## src/rtl/rv_iopmp_pkg.sv

```systemverilog
// Shared IOPMP types: access kind of a request and the sticky error capture record.
package rv_iopmp_pkg;

  typedef enum logic [1:0] {
    ACCESS_NONE      = 2'd0,
    ACCESS_READ      = 2'd1,
    ACCESS_WRITE     = 2'd2,
    ACCESS_EXECUTION = 2'd3
  } access_t;

  typedef struct packed {
    logic        error_detected;
    logic [1:0]  ttype;
    logic [2:0]  etype;
    logic [31:0] sid;
    logic [15:0] eid;
    logic [31:0] err_reqaddr;
    logic [31:0] err_reqaddrh;
  } error_capture_t;

endpackage

```

## src/rtl/rv_iopmp_mc_transaction_logic.sv

```systemverilog
// Multi-channel IOPMP transaction checker: round-robin grant, windowed entry scan,
// per-channel allow/deny response and a sticky first-error record.
//
//   state | meaning
//   IDLE  | pick next valid channel round-robin, latch its request
//   CHECK | scan entry windows through the external match array
//   RESP  | hold verdict on the granted channel until it is consumed
module rv_iopmp_mc_transaction_logic #(
  parameter int unsigned NUM_CHANNELS     = 2,
  parameter int unsigned ADDR_WIDTH       = 64,
  parameter int unsigned DATA_WIDTH       = 64,
  parameter int unsigned SID_WIDTH        = 8,
  parameter int unsigned NUMBER_ENTRIES   = 32,
  parameter int unsigned NUMBER_INSTANCES = 8,
  parameter int unsigned OFS_W            = $clog2(NUMBER_ENTRIES),
  localparam int unsigned NB_W            = $clog2(DATA_WIDTH/8) + 1
) (
  input  logic                                      clk_i,
  input  logic                                      rst_i,
  input  logic                                      iopmp_enabled_i,
  input  logic [NUM_CHANNELS-1:0]                   req_valid_i,
  output logic [NUM_CHANNELS-1:0]                   req_ready_o,
  input  logic [NUM_CHANNELS*ADDR_WIDTH-1:0]        req_addr_i,
  input  logic [NUM_CHANNELS*NB_W-1:0]              req_num_bytes_i,
  input  logic [NUM_CHANNELS*SID_WIDTH-1:0]         req_sid_i,
  input  rv_iopmp_pkg::access_t [NUM_CHANNELS-1:0]  req_access_i,
  output logic [NUM_CHANNELS-1:0]                   rsp_valid_o,
  input  logic [NUM_CHANNELS-1:0]                   rsp_ready_i,
  output logic                                      rsp_allow_o,
  output logic                                      chk_en_o,
  output logic [OFS_W-1:0]                          chk_offset_o,
  output logic [ADDR_WIDTH-1:0]                     chk_addr_o,
  output logic [NB_W-1:0]                           chk_num_bytes_o,
  output logic [SID_WIDTH-1:0]                      chk_sid_o,
  output rv_iopmp_pkg::access_t                     chk_access_o,
  input  logic                                      chk_allow_i,
  input  logic                                      chk_err_i,
  input  logic [2:0]                                chk_err_type_i,
  input  logic [15:0]                               chk_err_eid_i,
  input  logic                                      err_clear_i,
  output rv_iopmp_pkg::error_capture_t              err_o,
  output logic [7:0]                                err_drop_cnt_o
);

  localparam int unsigned CH_W = (NUM_CHANNELS > 1) ? $clog2(NUM_CHANNELS) : 1;
  localparam logic [OFS_W-1:0] LAST_OFS = OFS_W'(NUMBER_ENTRIES - NUMBER_INSTANCES);

  typedef enum logic [1:0] {IDLE, CHECK, RESP} state_e;

  state_e                       state_q, state_d;
  logic [CH_W-1:0]              ch_q, rr_q, rr_d;
  logic [OFS_W-1:0]             offset_q, offset_d;
  logic [ADDR_WIDTH-1:0]        addr_q;
  logic [NB_W-1:0]              nb_q;
  logic [SID_WIDTH-1:0]         sid_q;
  rv_iopmp_pkg::access_t        access_q;
  logic                         allow_q, allow_d;

  logic                         grant_found;
  logic [CH_W-1:0]              grant_idx;
  int unsigned                  cand;
  logic                         latch;
  logic                         err_event;
  logic [2:0]                   err_type;
  logic [15:0]                  err_eid;
  logic [1:0]                   err_ttype;
  logic [63:0]                  addr_ext;
  rv_iopmp_pkg::error_capture_t err_q, err_new;
  logic [7:0]                   drop_q;

  // Round-robin search starting at the pointer, wrapping around.
  always_comb begin
    grant_found = 1'b0;
    grant_idx   = '0;
    cand        = 0;
    for (int unsigned i = 0; i < NUM_CHANNELS; i++) begin
      cand = (32'(rr_q) + i) % NUM_CHANNELS;
      if (!grant_found && req_valid_i[CH_W'(cand)]) begin
        grant_found = 1'b1;
        grant_idx   = CH_W'(cand);
      end
    end
  end

  always_comb begin
    state_d     = state_q;
    rr_d        = rr_q;
    offset_d    = offset_q;
    allow_d     = allow_q;
    latch       = 1'b0;
    err_event   = 1'b0;
    err_type    = 3'h0;
    err_eid     = 16'h0;
    req_ready_o = '0;
    rsp_valid_o = '0;
    chk_en_o    = 1'b0;
    case (state_q)
      IDLE: begin
        if (grant_found && !rst_i) begin
          req_ready_o[grant_idx] = 1'b1;
          latch    = 1'b1;
          offset_d = '0;
          state_d  = CHECK;
          rr_d     = (grant_idx == CH_W'(NUM_CHANNELS - 1)) ? '0 : grant_idx + 1'b1;
        end
      end
      CHECK: begin
        chk_en_o = iopmp_enabled_i;
        if (!iopmp_enabled_i) begin
          allow_d = 1'b1;
          state_d = RESP;
        end else if (chk_err_i) begin
          allow_d   = 1'b0;
          err_event = 1'b1;
          err_type  = chk_err_type_i;
          err_eid   = chk_err_eid_i;
          state_d   = RESP;
        end else if (chk_allow_i) begin
          allow_d = 1'b1;
          state_d = RESP;
        end else if (offset_q == LAST_OFS) begin
          allow_d   = 1'b0;
          err_event = 1'b1;
          err_type  = 3'h5;
          state_d   = RESP;
        end else begin
          offset_d = offset_q + OFS_W'(NUMBER_INSTANCES);
        end
      end
      RESP: begin
        rsp_valid_o[ch_q] = 1'b1;
        if (rsp_ready_i[ch_q]) state_d = IDLE;
      end
      default: state_d = IDLE;
    endcase
  end

  always_comb begin
    case (access_q)
      rv_iopmp_pkg::ACCESS_WRITE:     err_ttype = 2'd2;
      rv_iopmp_pkg::ACCESS_EXECUTION: err_ttype = 2'd3;
      default:                        err_ttype = 2'd1;
    endcase
    addr_ext                    = 64'(addr_q);
    err_new                     = '0;
    err_new.error_detected      = 1'b1;
    err_new.ttype               = err_ttype;
    err_new.etype               = err_type;
    err_new.sid                 = 32'(sid_q);
    err_new.eid                 = err_eid;
    err_new.err_reqaddr         = addr_ext[31:0];
    err_new.err_reqaddrh        = addr_ext[63:32];
  end

  always_ff @(posedge clk_i or posedge rst_i) begin
    if (rst_i) begin
      state_q  <= IDLE;
      rr_q     <= '0;
      ch_q     <= '0;
      offset_q <= '0;
      allow_q  <= 1'b0;
      addr_q   <= '0;
      nb_q     <= '0;
      sid_q    <= '0;
      access_q <= rv_iopmp_pkg::ACCESS_NONE;
    end else begin
      state_q  <= state_d;
      rr_q     <= rr_d;
      offset_q <= offset_d;
      allow_q  <= allow_d;
      if (latch) begin
        ch_q     <= grant_idx;
        addr_q   <= req_addr_i[grant_idx*ADDR_WIDTH +: ADDR_WIDTH];
        nb_q     <= req_num_bytes_i[grant_idx*NB_W +: NB_W];
        sid_q    <= req_sid_i[grant_idx*SID_WIDTH +: SID_WIDTH];
        access_q <= req_access_i[grant_idx];
      end
    end
  end

  // A clear coinciding with a new error leaves the new error recorded.
  always_ff @(posedge clk_i or posedge rst_i) begin
    if (rst_i) begin
      err_q  <= '0;
      drop_q <= '0;
    end else begin
      if (err_event && (err_clear_i || !err_q.error_detected)) err_q <= err_new;
      else if (err_clear_i)                                     err_q <= '0;
      if (err_clear_i)                                          drop_q <= '0;
      else if (err_event && err_q.error_detected && drop_q != 8'hff) drop_q <= drop_q + 8'd1;
    end
  end

  assign rsp_allow_o     = (state_q == RESP) && allow_q;
  assign chk_offset_o    = offset_q;
  assign chk_addr_o      = addr_q;
  assign chk_num_bytes_o = nb_q;
  assign chk_sid_o       = sid_q;
  assign chk_access_o    = access_q;
  assign err_o           = err_q;
  assign err_drop_cnt_o  = drop_q;

endmodule
```

## config.mk

```make
export PLATFORM = sky130hd
export DESIGN_NAME = rv_iopmp_mc_transaction_logic
export DESIGN_NICKNAME = d
export VERILOG_FILES = /design/src/rtl/rv_iopmp_pkg.sv /design/src/rtl/rv_iopmp_mc_transaction_logic.sv
export SDC_FILE = /design/constraint.sdc
export NUM_CORES = 1
export LEC_CHECK = 0
export BUFFER_PORTS_ARGS = -buffer_cell sky130_fd_sc_hd__buf_2
export CAP_MARGIN = 15
export CORE_AREA = 2 2 156 158
export DETAILED_ROUTE_END_ITERATION = 12
export DIE_AREA = 0 0 158 160
export GPL_ROUTABILITY_DRIVEN = 0
export PLACE_DENSITY = 0.61
export SETUP_SLACK_MARGIN = 0.3
export SLEW_MARGIN = 20
export SYNTH_ARGS = -nofsm -noshare
export SYNTH_HDL_FRONTEND = slang
export SYNTH_SLANG_ARGS = --single-unit
```

## constraint.sdc

```tcl
create_clock -name clk_i -period 7.7 [get_ports clk_i]
set_input_delay 2.31 -clock clk_i [delete_from_list [all_inputs] [get_ports clk_i]]
set_output_delay 2.31 -clock clk_i [all_outputs]
set_load 0.02 [all_outputs]
```

-- Word level (Yosys, flattened, before mapping)
Index checks and enable logic that the tools add are counted.
- register bits after elaboration: 214
- add/subtract/negate cells: 4
- $lt $le $gt $ge: 6
- eq/ne operators: 14
- shift operators: 3
- mux-type cells: 58
- reductions and logical operators: 20
- operators with widths (kind ; number):
    $mux W118 ; 2
    $shiftx A128 B8 Y64 ; 1
    $mux W16 ; 3
    $mux W1 ; 25
    $mux W5 ; 5
    $mux W2 ; 11
    $mux W8 ; 2
    $shiftx A16 B5 Y8 ; 1
    $mux W3 ; 5
    $ne A2 B2 Y1 const B ; 6
    $pmux W5 S2 ; 1
    $add A8 B1 Y8 const B ; 1
    $logic_and A1 B1 Y1 ; 8
    $lt A1 B2 Y1 const B ; 4
    $ne A8 B8 Y1 const B ; 1
    $shiftx A8 B4 Y4 ; 1
    $eq A2 B2 Y1 const B ; 3
    $pmux W2 S3 ; 1
    $reduce_and A6 Y1 ; 1
    $reduce_bool A2 Y1 ; 3
    $add A5 B4 Y5 const B ; 1
    $eq A5 B5 Y1 const B ; 1
    $ne A5 B5 Y1 const B ; 1
    $ne A4 B1 Y1 const B ; 1
    other kinds (10) ; 16

-- Longest topological paths before layout
Gate-level depths: netlist (run 1).
- depth in word-level cells: 12
- gate-level depth with buffers: 7

-- Least setup slack after synthesis (run 1)
No wires, ideal clock.
- path kind: input port to output port
- start: input port rst_i
- end: output port req_ready_o[1]
- data arrival time: 3443 ps
- setup slack: 1947 ps
- stages: 4
- buffers on the path: 2
- path through: or4_1 > buf_2 > buf_2 > nor2_1
- longest elaborated chain between the ends: 4
- ends and longest elaborated chain (what ; line ; text):
    start: declaration ; rv_iopmp_mc_transaction_logic.sv:19 ; input logic rst_i,
    $logic_not A1 Y1 (no line) ; - ;
    $logic_and A1 B1 Y1 ; rv_iopmp_mc_transaction_logic.sv:99 ; if (grant_found && !rst_i) begin
    $mux W2 ; rv_iopmp_mc_transaction_logic.sv:99 ;
    $mux W2 ; rv_iopmp_mc_transaction_logic.sv:97 ; case (state_q)
    end: declaration ; rv_iopmp_mc_transaction_logic.sv:22 ; output logic [NUM_CHANNELS-1:0] req_ready_o,
No other way between the ends.

-- Worst setup path after layout (run 1)
Ends and elaborated chain as after synthesis.

==> impl_metrics.env, run 1 <==
export IMPL_power_leakage_uw=0.00586
export IMPL_end_kind="primary output"
export IMPL_setup_violations_final=0
export IMPL_drt_met1_wl_mm=9.52
export IMPL_ant_nets=0
export IMPL_grt_pass1_wl_mm=34.1
export IMPL_slowest_stage="or4_4"
export IMPL_first_global_vias=6256
export IMPL_cts_max_level=4
export IMPL_rsz0062_at_grt="false"
export IMPL_die_h_um=160
export IMPL_regArea_um2=4680
export IMPL_first_pass_iters=4
export IMPL_cts_buffers=17
export IMPL_cts_resized=0
export IMPL_synthCells=676
export IMPL_drc=0
export IMPL_clk_pin_slew_worst_paths_ns=0.08
export IMPL_cts_max_path_buffers=2
export IMPL_die_w_um=158
export IMPL_cts_sinks=187
export IMPL_critPathKind="in -> out"
export IMPL_synthSimpleGateAreaFrac_pct=7.34
export IMPL_diodes=0
export IMPL_max_slew_margin_pct=36.2
export IMPL_grt_use_total_pct=17.4
export IMPL_synth_compound_area_share_pct=17.3
export IMPL_path_common_cell="buf_2"
export IMPL_routedWlPerCell_um=16.5
export IMPL_status="finished clean"
export IMPL_final_nets=1212
export IMPL_final_common_cell="buf_2"
export IMPL_totalPowerFinal_uw=3430
export IMPL_cts_hold_buf=0
export IMPL_muxShareOfSynthArea_pct=10.1
export IMPL_final_hold_viol_count=0
export IMPL_finalCriticalPeriod_ns=6.06
export IMPL_tns_ns=0
export IMPL_num_vias=6385
export IMPL_final_fill_count=2344
export IMPL_met3_length_mm=1.26
export IMPL_yosysTopAreaCell="dfrtp_1"
export IMPL_area_growth_pct=32.5
export IMPL_initial_core_util_pct=33.3
export IMPL_crit_buf_inv=2
export IMPL_highest_layer="met4"
export IMPL_clock_latency_ns=0.43
export IMPL_viasPerCell=4.69
export IMPL_hold_path_class="reg -> reg"
export IMPL_dr_wl_met2_mm=11.2
export IMPL_port_buffers=372
export IMPL_antenna_found_initial=0
export IMPL_max_freq_ghz=0.165
export IMPL_critPathRequiredTime_ns=5.39
export IMPL_ys_types=42
export IMPL_post_cts_buffers=0
export IMPL_critical_path_top_delay_family="simple AND/OR/NAND/NOR gates"
export IMPL_post_route_cells_drive_above_1_share_pct=40.5
export IMPL_power_density_nw_per_um2=326
export IMPL_yosysWarnings=0
export IMPL_finalWirelength_mm=22.4
export IMPL_drv_slew=0
export IMPL_ys_seq_area_share_pct=58.9
export IMPL_fp_dieArea_um2=25300
export IMPL_cts_tree="done"
export IMPL_cp_max_fo=73
export IMPL_grt_max_degree=131
export IMPL_worst_pin_slew_ns=0.955
export IMPL_synthAdderAreaFrac_pct=0.315
export IMPL_multi_input_area_um2=2930
export IMPL_grt_remaining_overflow=0
export IMPL_synthXorXnorAreaFrac_pct=0
export IMPL_synth_area_per_cell_um2=11.7
export IMPL_core_area_um2=23800
export IMPL_synth_area_top_cells="dfrtp_1, a22o_1, mux2i_1, o21ai_0, nand2_1"
export IMPL_synth_top_family_by_area="compound AO/OA/AOI/OAI gates"
export IMPL_slowest_delay_ns=0.80
export IMPL_synth_top_cell_area_share_pct=58.9
export IMPL_cap_violations=0
export IMPL_period_share_pct=78.7
export IMPL_synth_area_um2=7940
export IMPL_place_hpwl_mm=15.8
export IMPL_rows=57
export IMPL_crit_chain="buf_2 -> or4_4 -> nor2_1 -> buf_2"
export IMPL_io_pins=400
export IMPL_irDropWorstVdd_mv=0.153
export IMPL_cts_root_buf="clkbuf_16"
export IMPL_ys_seq_elements=187
export IMPL_dr_first_iter_drc_count=296
export IMPL_cp_arrival_ns=3.75
export IMPL_start_kind="input port"
export IMPL_final_cell_mix="buf_2, dfrtp_1, a22o_1"
export IMPL_skew_ns=0.0122
[area by class of cell]
type / count / area share [%]
Clock buffer: 17 / 4.04
Clock inverter: 14 / 1.23
Inverter: 8 / 0.369
Multi-Input combinational cell: 432 / 27.8
Sequential cell: 187 / 44.5
Tap cell: 324 / 3.85
Timing Repair Buffer: 379 / 18.2
[path summary, 6_finish.rpt]
kind | slack, ns | depth (start not counted) | end | startpoint
worst max-delay path | 1.64 | 4 | req_ready_o[1] | rst_i
worst max register to register | 4.95 | 6 | err_o[24] | chk_offset_o[3]
worst min register to register | 0.48 | 2 | chk_num_bytes_o[3] | chk_num_bytes_o[3]
max in group asynchronous | 4.25 | 3 | err_o[40] | rst_i
worst min-delay path | 0.48 | 2 | chk_num_bytes_o[3] | chk_num_bytes_o[3]
min in group asynchronous | 2.09 | 2 | ch_q | rst_i
[per-layer routing]
metal | vias up | track usage, %
met5 | - | 0
met3 | 27 | 3.31
met4 | 0 | 5.57
li1 | 3075 | -
met1 | 3039 | 21.7
met2 | 244 | 30.1
[per-stage QoR]
step           worst slack (ns)  cell area, µm²  utilization, %  hold slack, ns  std cells
3_3_place_gp               1.63            9960            41.8           0.463       1330
6_report                   1.64           10500            44.2           0.482       1361
3_5_place_dp               1.60            9960            41.8           0.467       1330
2_1_floorplan             0.305            8040               -           0.461        702
4_1_cts                    1.60           10500            44.1           0.485       1361
5_1_grt                    1.50           10500            44.2           0.510       1361
[report_power, final]
group	switching [µW]	total [µW]	internal, µW
logic	747	1140	393
clock network	418	844	426
registers	206	1450	1240
[state kept, by name (all words and copies together) (netlist names), 2 cells and up]
name             cells
chk_sid_o            8
err_drop_cnt_o       8
chk_addr_o          64
state_q              2
chk_num_bytes_o      4
err_o               94
chk_access_o         2
chk_offset_o         2
[Yosys cell counts]
master / instances
nor3b_1: 1
a21oi_1: 10
buf_4: 28
nand4_1: 3
clkbuf_1: 13
clkinv_2: 1
nor3_1: 1
nor2b_1: 4
or4_1: 3
inv_1: 7
buf_2: 30
o31ai_1: 3
nand3b_1: 1
and3b_1: 2
nand2b_1: 4
and4_1: 1
nand3_1: 5
a21o_1: 1
o211ai_1: 1
nor3_2: 1
mux2_2: 1
buf_6: 2
o21ai_0: 67
o22ai_1: 1
o211ai_4: 1
nor2_1: 8
or3_1: 2
buf_1: 2
and3_1: 2
o41ai_1: 1
a22o_1: 93
nand3b_4: 1
nor4_1: 2
a211oi_1: 1
o21ai_1: 19
ha_1: 2
mux2i_1: 79
conb_1: 1
nand2_1: 82
dfrtp_1: 187
nor4b_1: 1
and2_1: 1
[cells by family (layout without fill, tap and decap cells)]
family | Yosys count | count (layout)
AO/OA/AOI/OAI | 198 | 198
flip-flops | 187 | 187
AND/OR/NAND/NOR | 125 | 125
buffers and inverters | 83 | 418
multiplexers | 80 | 80
adder cells (fa/ha/maj) | 2 | 2
other | 1 | 27
[worst min-delay path, stage by stage (launching register included)]
cell	delay (ns)
dfrtp_1	0.34
nand2_1	0.04
o21ai_0	0.06
No activity file was read; power rests on OpenSTA's default activity.
==> run 2, diff against run 1 <==
--- a/config.mk
+++ b/config.mk
@@ -5,13 +5,14 @@
 export SDC_FILE = /design/constraint.sdc
 export NUM_CORES = 1
 export LEC_CHECK = 0
+export ABC_AREA = 1
 export BUFFER_PORTS_ARGS = -buffer_cell sky130_fd_sc_hd__buf_2
 export CAP_MARGIN = 15
 export CORE_AREA = 2 2 156 158
 export DETAILED_ROUTE_END_ITERATION = 12
 export DIE_AREA = 0 0 158 160
 export GPL_ROUTABILITY_DRIVEN = 0
-export PLACE_DENSITY = 0.61
+export PLACE_DENSITY = 0.63
 export SETUP_SLACK_MARGIN = 0.3
 export SLEW_MARGIN = 20
 export SYNTH_ARGS = -nofsm -noshare
==> constraint.sdc (replaced) <==
create_clock -name clk_i -period 5.37 [get_ports clk_i]
set_input_delay 1.611 -clock clk_i [delete_from_list [all_inputs] [get_ports clk_i]]
set_output_delay 1.611 -clock clk_i [all_outputs]
set_load 0.02 [all_outputs]
==> impl_metrics.env, run 2 <==
export IMPL_fp_dieArea_um2=25300
export IMPL_cts_root_buf="clkbuf_16"
export IMPL_setup_violations_final=0
export IMPL_grt_use_total_pct=19.9
export IMPL_rsz0062_at_grt="false"
export IMPL_area_growth_pct=31.1
export IMPL_clock_latency_ns=0.44
export IMPL_critPathLaunch="req_valid_i[0]"
export IMPL_ys_types=20
export IMPL_r2r_start="chk_offset_o[3]"
export IMPL_antenna_found_initial=0
export IMPL_yosysWarnings=0
export IMPL_yosysMostFrequentCell="nand2_1"
export IMPL_post_route_cells_drive_above_1_share_pct=31.7
export IMPL_yosysTopAreaCell="dfrtp_1"
export IMPL_ys_seq_elements=187
export IMPL_cts_buffers=17
export IMPL_diodes=0
export IMPL_skew_ns=0.0243
export IMPL_synthCells=993
export IMPL_synthTopCellsByCount="nand2_1, dfrtp_1, nand3_1"
export IMPL_cp_max_fo=2
export IMPL_cts_max_level=4
export IMPL_final_util_pct=45.2
export IMPL_irDropWorstVdd_mv=0.226
export IMPL_drc=0
export IMPL_drv_slew=0
export IMPL_final_fill_count=2476
export IMPL_cts_max_path_buffers=2
export IMPL_final_hold_viol_count=0
export IMPL_synth_edf_count=0
export IMPL_worst_pin_slew_ns=0.912
export IMPL_power_switching_uw=1970
export IMPL_max_freq_ghz=0.259
export IMPL_power_clock_fraction_pct=26.0
export IMPL_period_share_pct=72.0
export IMPL_ant_nets=0
export IMPL_place_hpwl_mm=17.8
export IMPL_fin_ws_ns=1.51
export IMPL_grt_max_degree=80
export IMPL_end_kind="primary output"
export IMPL_final_cell_mix="nand2_1, buf_2, dfrtp_1"
export IMPL_cts_resized=0
export IMPL_fin_area_um2=10800
export IMPL_critPathKind="in -> out"
export IMPL_critPathRequiredTime_ns=3.76
export IMPL_r2r_end="err_o[112]"
export IMPL_finalWirelength_mm=25.5
export IMPL_synth_area_um2=8210
export IMPL_ys_flop_type="dfrtp_1"
export IMPL_first_global_vias=7235
export IMPL_dpl_cell_count=1644
export IMPL_viasPerCell=4.62
export IMPL_cts_hold_buf=0
export IMPL_ys_seq_area_share_pct=57.0
export IMPL_cap_violations=0
export IMPL_pwr_share_seq_pct=42.3
export IMPL_tns_ns=0
export IMPL_initial_core_util_pct=34.5
export IMPL_cts_sinks=187
export IMPL_hold_path_class="reg -> reg"
export IMPL_finalCriticalPeriod_ns=3.86
export IMPL_status="finished clean"
export IMPL_rows=57
export IMPL_swShare_pct=40.2
export IMPL_power_frac_comb_pct=31.7
export IMPL_largest_reg_flops=94
export IMPL_num_vias=7740
export IMPL_rr_worst_depth=9
export IMPL_max_slew_margin_pct=39.2
export IMPL_first_pass_iters=5
export IMPL_dr_first_iter_drc_count=428
export IMPL_port_buffers=372
export IMPL_place_area_um2=10200
export IMPL_io_pins=400
export IMPL_cp_arrival_ns=2.25
export IMPL_synth_top_cell_area_share_pct=57.0
export IMPL_clk_pin_slew_worst_paths_ns=0.07
export IMPL_core_area_um2=23800
export IMPL_synth_area_per_cell_um2=8.27
export IMPL_post_cts_buffers=0
export IMPL_power_density_nw_per_um2=456
export IMPL_post_layout_nonfiller_instances=1676
export IMPL_synth_area_top_cells="dfrtp_1, nand2_1, nand3_1, buf_4, buf_2"
export IMPL_endpoint="req_ready_o[0]"
export IMPL_power_leakage_uw=0.00630
export IMPL_grt_pass1_wl_mm=39.0
export IMPL_final_common_cell="nand2_1"
export IMPL_final_nets=1526
export IMPL_async_flop_share_pct=100
export IMPL_pre_cts_ws_ns=1.45
export IMPL_die_h_um=160
export IMPL_start_kind="input port"
export IMPL_ff2ff_setup_slack_ns=2.77
export IMPL_grt_remaining_overflow=0
export IMPL_p_int_uw=2930
export IMPL_cts_tree="done"
export IMPL_die_w_um=158
export IMPL_routedWlPerCell_um=15.2
==> run 2: changes by cell type after synthesis, sizes merged, moves of 18 or more <==
cell | before | now
nand3 | 5 | 176
o21ai | 86 | 19
mux2i | 79 | 0
a22o | 93 | 0
nor2 | 8 | 26
nand2 | 82 | 463
inv | 7 | 30
==> run 2: cell families after synthesis <==
family / after synthesis / synth area share (%)
AND/OR/NAND/NOR: 667 / 33.4
XOR/XNOR: 1 / 0.107
flip-flops: 187 / 57.0
other: 1 / 0.0457
buffers and inverters: 111 / 7.59
adder cells (fa/ha/maj): 2 / 0.305
AO/OA/AOI/OAI: 24 / 1.55
==> run 2: worst min-delay path by stage <==
stage,startpoint,end,slack (ns),cells past startpoint
after detailed placement,err_o[83],err_o[83],0.45,2
final,err_o[5],err_o[5],0.47,2
after global routing,err_o[5],err_o[5],0.49,2
after global placement,err_o[63],err_o[63],0.45,2
after floorplan,rr_q,rr_q,0.48,2
after CTS,err_o[5],err_o[5],0.47,2
==> run 2: metal layers <==
metal | GRT usage [%] | vias to the layer above | part of all wire, %
li1 | - | 3780 | -
met1 | 25.0 | 3642 | 42
met2 | 34.2 | 284 | 50
met3 | 3.96 | 34 | 6.0
met4 | 6.76 | 0 | 2.3
met5 | 0 | - | 0
==> run 2: stage by stage <==
| stage | total power [µW] | hold WS [ns] |
|---|---|---|
| 5_1_grt | 5180 | 0.486 |
| 4_1_cts | 4960 | 0.471 |
| 6_report | 4910 | 0.466 |
| 3_3_place_gp | 3670 | 0.449 |
| 3_5_place_dp | 3670 | 0.454 |
| 2_1_floorplan | 3010 | 0.481 |
==> run 2: final cells by class <==
type	count	area [µm²]	area share [%]
clock buffer	18	439	4.08
clock inverter	14	150	1.39
sequential	187	4680	43.5
multi-input combinational	721	3040	28.2
inverter	30	118	1.09
timing repair buffer	382	1940	18.0
tap	324	405	3.76
==> run 2: power by group through the flow <==
stage	clock network, µW	registers (µW)	logic, µW
6_report	1280	2080	1550
5_1_grt	1360	2120	1690
4_1_cts	1310	2080	1570
3_5_place_dp	0	2100	1570
3_3_place_gp	0	2100	1560
2_1_floorplan	0	2420	589
==> run 2: critical path, stage by stage <==
cell,delay [ns]
buf_2,0.11
nand2_1,0.06
nand2_1,0.12
inv_1,0.08
nor2_4,0.11
buf_2,0.17
==> run 3, diff against run 2 <==
==> constraint.sdc (replaced) <==
create_clock -name clk_i -period 3.1 [get_ports clk_i]
set_input_delay 0.93 -clock clk_i [delete_from_list [all_inputs] [get_ports clk_i]]
set_output_delay 0.93 -clock clk_i [all_outputs]
set_load 0.02 [all_outputs]
==> impl_metrics.env, run 3 (synthesis gave the netlist of run 2 again) <==
export IMPL_status="finished clean"
export IMPL_cts_tree="done"
export IMPL_drv_slew=0
export IMPL_critPathRequiredTime_ns=2.17
export IMPL_antenna_found_initial=1
export IMPL_final_nets=1530
export IMPL_first_pass_iters=4
export IMPL_max_slew_margin_pct=35.2
export IMPL_worstHoldStart="err_o[20]"
export IMPL_post_layout_nonfiller_instances=1680
export IMPL_grt_pass1_wl_mm=39.4
export IMPL_fin_area_um2=10800
export IMPL_rows=57
export IMPL_power_density_nw_per_um2=780
export IMPL_largest_reg_flops=94
export IMPL_r2r_end="chk_sid_o[4]"
export IMPL_ant_nets=0
export IMPL_cp_max_fo=4
export IMPL_start_kind="flip-flop"
export IMPL_dr_first_iter_drc_count=327
export IMPL_rsz0062_at_grt="false"
export IMPL_routedWlPerCell_um=15.1
export IMPL_fin_ws_ns=0.527
export IMPL_grt_use_total_pct=19.9
export IMPL_post_route_cells_drive_above_1_share_pct=31.9
export IMPL_cts_hold_buf=0
export IMPL_post_cts_buffers=0
export IMPL_cts_root_buf="clkbuf_16"
export IMPL_max_freq_ghz=0.389
export IMPL_rr_worst_depth=6
export IMPL_diodes=0
export IMPL_die_w_um=158
export IMPL_place_area_um2=10300
export IMPL_grt_remaining_overflow=0
export IMPL_ff2ff_setup_slack_ns=1.03
export IMPL_setup_violations_final=0
export IMPL_cts_max_path_buffers=2
export IMPL_cts_buffers=17
export IMPL_worstHoldPathCells=2
export IMPL_cts_resized=0
export IMPL_fp_dieArea_um2=25300
export IMPL_area_growth_pct=32.1
export IMPL_cap_violations=0
export IMPL_core_area_um2=23800
export IMPL_hold_path_class="reg -> reg"
export IMPL_num_vias=7730
export IMPL_critPathKind="reg -> out"
export IMPL_first_global_vias=7327
export IMPL_io_pins=400
export IMPL_worst_pin_slew_ns=0.973
export IMPL_cts_sinks=187
export IMPL_crit_chain="nor2_1 -> o211ai_4 -> nor2_4 -> buf_2"
export IMPL_cp_arrival_ns=1.64
export IMPL_die_h_um=160
export IMPL_critical_path_top_delay_family="simple AND/OR/NAND/NOR gates"
export IMPL_cts_max_level=4
export IMPL_period_share_pct=83.0
export IMPL_pre_cts_ws_ns=0.574
export IMPL_power_leakage_uw=0.00633
export IMPL_min_to="err_o[20]"
export IMPL_slowest_stage="dfrtp_1"
export IMPL_grt_max_degree=105
export IMPL_final_hold_viol_count=0
export IMPL_dpl_cell_count=1648
export IMPL_drc=0
export IMPL_skew_ns=0.0131
export IMPL_irDropWorstVdd_mv=0.398
export IMPL_initial_core_util_pct=34.5
export IMPL_r2r_start="state_q[0]"
export IMPL_place_hpwl_mm=17.8
export IMPL_port_buffers=372
export IMPL_slowest_delay_ns=0.43
export IMPL_crit_buf_inv=1
export IMPL_clock_latency_ns=0.43
export IMPL_final_cell_mix="nand2_1, buf_2, dfrtp_1"
export IMPL_finalWirelength_mm=25.3
export IMPL_end_kind="primary output"
export IMPL_viasPerCell=4.60
export IMPL_clk_pin_slew_worst_paths_ns=0.07
export IMPL_finalCriticalPeriod_ns=2.57
export IMPL_final_common_cell="nand2_1"
==> run 3: worst max-delay path by stage <==
stage | cells after the start | from | slack, ns | endpoint
after floorplan | 4 | rst_i | -2.15 | req_ready_o[0]
after global placement | 6 | req_valid_i[0] | 0.59 | req_ready_o[0]
after detailed placement | 6 | req_valid_i[0] | 0.57 | chk_offset_o[4]
after CTS | 4 | state_q[0] | 0.48 | req_ready_o[1]
after global routing | 4 | state_q[0] | 0.46 | req_ready_o[1]
final | 4 | state_q[0] | 0.53 | req_ready_o[1]
==> run 3: power by group <==
group	internal [µW]	switching (µW)	leakage [µW]
Clock	1110	1040	0.000286
Combinational	894	1820	0.00358
Sequential	3040	558	0.00247
==> run 3: final cells by class <==
class	count	area [µm²]
clock inverter	13	123
multi-input combinational	721	3040
fill	2440	13000
inverter	30	118
sequential	187	4680
timing repair buffer	386	2030
tap	324	405
clock buffer	19	453
==> run 3: layer usage <==
metal | global-route usage (%) | wire, µm | vias to the layer above
met3 | 4.15 | 1750 | 21
met1 | 25.2 | 10500 | 3626
met4 | 5.41 | 408 | 2
li1 | - | - | 3792
met5 | 0 | 11 | -
met2 | 34.4 | 12600 | 289
==> run 3: tightest hold or removal path: cells and delay by family, from the launching register on <==
kind             cells  cell delay, ns
AND/OR/NAND/NOR      2            0.10
flip-flops           1            0.34
==> run 3: stage by stage <==
step,power [µW],utilization (%),hold WS [ns],TNS (ns)
2_1_floorplan,5210,-,0.481,-180.39
3_3_place_gp,6350,43.1,0.448,0
3_5_place_dp,6390,43.1,0.453,0
4_1_cts,8560,45.5,0.470,0
5_1_grt,8940,45.5,0.490,0
6_report,8460,45.5,0.466,0
